===== src/rtl/block_nest_pkg.sv =====
// Shared types and character helpers for the begin/end nesting checker.
// Latency: none (types, constants and pure functions only).
// Backpressure: not applicable.
package block_nest_pkg;

    // Keyword matcher states: one per matched prefix, plus word start and junk.
    typedef enum logic [3:0] {
        ST_WS,
        ST_B,
        ST_BE,
        ST_BEG,
        ST_BEGI,
        ST_BEGIN,
        ST_E,
        ST_EN,
        ST_END,
        ST_JUNK
    } match_state_t;

    localparam logic [7:0] CH_SPACE = 8'h20;
    localparam logic [7:0] CH_TAB   = 8'h09;
    localparam logic [7:0] CH_LF    = 8'h0A;
    localparam logic [7:0] CH_CR    = 8'h0D;

    localparam logic [7:0] CH_B = 8'h62;
    localparam logic [7:0] CH_D = 8'h64;
    localparam logic [7:0] CH_E = 8'h65;
    localparam logic [7:0] CH_G = 8'h67;
    localparam logic [7:0] CH_I = 8'h69;
    localparam logic [7:0] CH_N = 8'h6E;

    localparam logic [7:0] CH_UPPER_A = 8'h41;
    localparam logic [7:0] CH_UPPER_Z = 8'h5A;

    // Fold A-Z onto a-z; every other byte passes through untouched.
    function automatic logic [7:0] to_lower(input logic [7:0] c);
        logic [7:0] r;
        r = c;
        if (c >= CH_UPPER_A && c <= CH_UPPER_Z) begin
            r = c | 8'h20;
        end
        return r;
    endfunction

    // Word separator test; with multi clear only the space separates words.
    function automatic logic is_delim(input logic [7:0] c, input logic multi);
        logic r;
        r = (c == CH_SPACE);
        if (multi) begin
            r = r || (c == CH_TAB) || (c == CH_LF) || (c == CH_CR);
        end
        return r;
    endfunction

endpackage


===== src/rtl/keyword_matcher.sv =====
// Character FSM recognising whole-word "begin"/"end" (case-insensitive).
// Latency: commit pulses are combinational in the delimiter cycle; state updates on the clock edge.
// Backpressure: none; every in_valid cycle is consumed, in_valid=0 holds the state.
module keyword_matcher
    import block_nest_pkg::*;
#(
    parameter bit MULTI_DELIM = 1'b1
) (
    input  logic       clk,
    input  logic       reset,
    input  logic       clear,
    input  logic       in_valid,
    input  logic [7:0] in,
    output logic       commit_begin,
    output logic       commit_end,
    output logic       pend_begin,
    output logic       pend_end
);

    match_state_t state_q;
    match_state_t state_d;
    logic [7:0]   ch;
    logic         delim;

    // Next-state and commit decode; clear drops the current character.
    always_comb begin
        ch           = to_lower(in);
        delim        = is_delim(in, MULTI_DELIM);
        state_d      = state_q;
        commit_begin = 1'b0;
        commit_end   = 1'b0;
        if (clear) begin
            state_d = ST_WS;
        end else if (in_valid) begin
            if (delim) begin
                state_d      = ST_WS;
                commit_begin = (state_q == ST_BEGIN);
                commit_end   = (state_q == ST_END);
            end else begin
                unique case (state_q)
                    ST_WS: begin
                        if (ch == CH_B) begin
                            state_d = ST_B;
                        end else if (ch == CH_E) begin
                            state_d = ST_E;
                        end else begin
                            state_d = ST_JUNK;
                        end
                    end
                    ST_B:    state_d = (ch == CH_E) ? ST_BE    : ST_JUNK;
                    ST_BE:   state_d = (ch == CH_G) ? ST_BEG   : ST_JUNK;
                    ST_BEG:  state_d = (ch == CH_I) ? ST_BEGI  : ST_JUNK;
                    ST_BEGI: state_d = (ch == CH_N) ? ST_BEGIN : ST_JUNK;
                    ST_E:    state_d = (ch == CH_N) ? ST_EN    : ST_JUNK;
                    ST_EN:   state_d = (ch == CH_D) ? ST_END   : ST_JUNK;
                    default: state_d = ST_JUNK;
                endcase
            end
        end
    end

    // State register; reset mid-word discards the partial word.
    always_ff @(posedge clk or posedge reset) begin
        if (reset) begin
            state_q <= ST_WS;
        end else begin
            state_q <= state_d;
        end
    end

    assign pend_begin = (state_q == ST_BEGIN);
    assign pend_end   = (state_q == ST_END);

endmodule


===== config.mk =====
export PLATFORM = sky130hd
export DESIGN_NAME = keyword_matcher
export DESIGN_NICKNAME = d
export VERILOG_FILES = /design/src/rtl/block_nest_pkg.sv /design/src/rtl/keyword_matcher.sv
export SDC_FILE = /design/constraint.sdc
export NUM_CORES = 1
export LEC_CHECK = 0
export CORE_AREA = 2 2 39 41
export DETAILED_ROUTE_END_ITERATION = 7
export DIE_AREA = 0 0 41 43
export PLACE_DENSITY = 0.78
export SYNTH_ARGS = -nofsm -noshare
export SYNTH_HDL_FRONTEND = slang
export SYNTH_SLANG_ARGS = --single-unit

===== constraint.sdc =====
create_clock -name clk -period 2.05 [get_ports clk]
set_input_delay 0.41 -clock clk [delete_from_list [all_inputs] [get_ports clk]]
set_output_delay 0.41 -clock clk [all_outputs]
set_load 0.02 [all_outputs]

==> results.ini <==
[clocking]
ctsRootBufferMaster = clkbuf_4
max-clock-path-buffers = 2
htree_levels = 1
numCtsBuffers = 3
clk_latency_ns = 0.23
cts_sinks = 4
clkTransAtPathRegs_ns = 0.04
cts_hold_buf = 0
cts_tree = yes

[routing]
ant_nets = 0
via_per_inst = 5.43
drt_iter0_drc = 6
drc = 0
route.vias.total = 689
totalWireLength_mm = 1.70
firstDrtPassIters = 4
wl_per_cell_um = 13.4

[global_routing]
grt_max_degree = 9
grtUsageTotal_pct = 22.6
grt_pass1_vias = 662
antenna_found_initial = 0
grt_pass1_wl_mm = 2.75
gr-total-overflow = 0

[sta]
worst_pin_slew_ns = 0.306
max_slew_margin_pct = 79.4
setup-violations-final = 2
finalCriticalPeriod_ns = 2.10
whs_ns = 0.361
slew_violations = 0
fmax_mhz = 476
finalCritPeriodShare_pct = 102
hold_viol = 0
rsz0062_at_grt = true
finClkSkew_ns = 0.000290
postLayoutSetupSlackWorst_ns = -0.0501

[setup_path]
worst-path-stages = 6
path_delay_family = compound AO/OA/AOI/OAI gates
path_buf_inv = 2
crit_path_max_incr_delay_ns = 0.50
cp-start-kind = primary input
arrival_ns = 1.69
cp_data_required_time_ns = 1.64
slowest_stage = a2111o_1
cp_max_fo = 4
path_class = in2out
startpoint = in[0]
regToRegStartpoint = state_q[1]
cp-end-kind = output pin
worst-r2r-cell-count = 6
crit_chain = buf_8 > nor3b_4 > o211ai_1 > a2111o_1 > nor3b_2 > buf_4

[placed_design]
portBuffers = 15
place_area_um2 = 810
gp_congestion = 0.851
hpwl_mm = 1.13

[hold_path]
min_path_type = in2async

[cells_and_area]
nNetsFinal = 125
top_register = state_q
area_growth_syn_to_layout_pct = 82.3
diodes = 0
drive_gt1_share_pct = 44.1
largest_reg_flops = 4
post-route-util_pct = 68.9
final_area_um2 = 953
largest_registers = state_q: 4 flops

[logic_synthesis]
synth.net_count = 79
synth_seq_cells = 4
synth-seq-area-share_pct = 19.1
yosys_warnings = 0
synthTopCellsByArea = dfrtp_1, nand4_1, mux2i_1
syn_area_per_cell_um2 = 7.81
synth_area_leader_cell = dfrtp_1
synthCells = 67
syn_area_um2 = 523
netlist.area_leader.share_pct = 19.1
ys_types = 34

[power]
p_sw_mw = 0.0998
p_int_mw = 0.226
power_density_mw_per_mm2 = 342
pwr-share-seq_pct = 27.1
combPwrFrac_pct = 42.6
swShare_pct = 30.6
clkPwrFrac_pct = 30.3
p_leak_nw = 0.445
ir_drop_mv = 0.190

[flow_run]
maxCapViolCount = 0

[die]
fp.dieW_um = 41
core-area_mm2 = 0.00138
dieArea_mm2 = 0.00176
start_util_pct = 37.8
io_pins = 16
die_y_um = 43
num_rows = 14

[outcome]
outcome = finished, violations left
violations = setup timing

==> what timing repair did <==
item | 4_1_cts | 5_1_grt
gates cloned | 0 | 0
pin swaps | 7 | 1
setup buffers | 12 | 1
setup endpoints to repair | 8 | 4
resized for setup | 39 | 5
==> logic make-up (layout without fill, tap and decap cells) <==
logic type | after synthesis | after routing | synth area share (%)
muxes | 3 | 3 | 5.74
buffers and inverters | 9 | 53 | 10.8
AOI/OAI and AO/OA | 16 | 16 | 23.0
DFF | 4 | 4 | 19.1
and+or+nand+nor | 35 | 35 | 41.4
==> power by group through the flow <==
stage	registers, mW	logic (mW)	clock network, mW
finish	0.0885	0.139	0.0988
global route	0.0886	0.150	0.111
CTS	0.0876	0.132	0.105
detailed placement	0.0882	0.119	0
global placement	0.0887	0.116	0
floorplan	0.0872	0.0630	0
==> Yosys cell counts, drive strengths merged <==
cell and number:
o21ai 2, o21bai 1, clkdlybuf4s25 1, buf 2, nand4 5, dfrtp 4, and3 3, nor4 2
o211ai 2, nand2b 1, a21oi 2, nand2 6, nand3 1, a21boi 1, a311oi 2, nor3b 3
nor2b 2, nor2 7, and4b 2, o31ai 1, or3 1, mux2i 3, clkbuf 1, and2b 1
a32o 1, a31oi 1, o311ai 1, inv 5, and3b 1, a22o 1, a2111o 1
==> metrics by stage <==
step	power, mW	cells	TNS, ns	setup WS (ns)
finish	0.326	127	-0.0994	-0.0501
global route	0.350	127	-0.225	-0.114
CTS	0.325	126	-0.0973	-0.0520
detailed placement	0.207	111	-3.38	-1.08
global placement	0.205	111	-2.94	-1.00
floorplan	0.150	67	-0.0917	-0.0696
==> area by class of cell <==
class	count	area (um^2)
multi-input cells	54	412
well taps	16	20.0
clock buffers	3	22.5
flip-flops and latches	4	100
inverters	5	18.8
fillers	107	430
repair buffers	45	380
==> final timing paths <==
kind / to / slack [ns]
min in group clk: state_q[2] / 0.64
setup / recovery: commit_end / -0.05
hold reg to reg: state_q[2] / 0.64
hold / removal: state_q[1] / 0.36
setup reg to reg: state_q[2] / 0.50
max in group asynchronous: state_q[3] / 1.55
==> per-layer routing <==
metal	GRT usage, %	up-vias	wire, um
li1	-	345	-
met1	25.6	319	686
met2	39.4	19	923
met3	0	6	49
met4	12.7	0	41
met5	0	-	0
==> cell usage in the layout, fill, tap and decap left out, drive strengths merged, types with 2 or more instances in the layout <==
master	Yosys	routed
a21oi	2	2
a311oi	2	2
and3	3	3
and4b	2	2
buf	2	36
clkbuf	1	3
clkdlybuf4s50	0	6
dfrtp	4	4
dlygate4sd2	0	2
inv	5	5
mux2i	3	3
nand2	6	6
nand4	5	5
nor2	7	7
nor2b	2	2
nor3b	3	3
nor4	2	2
o211ai	2	2
o21ai	2	2
Note: power is estimated with default switching activity, not from simulation.
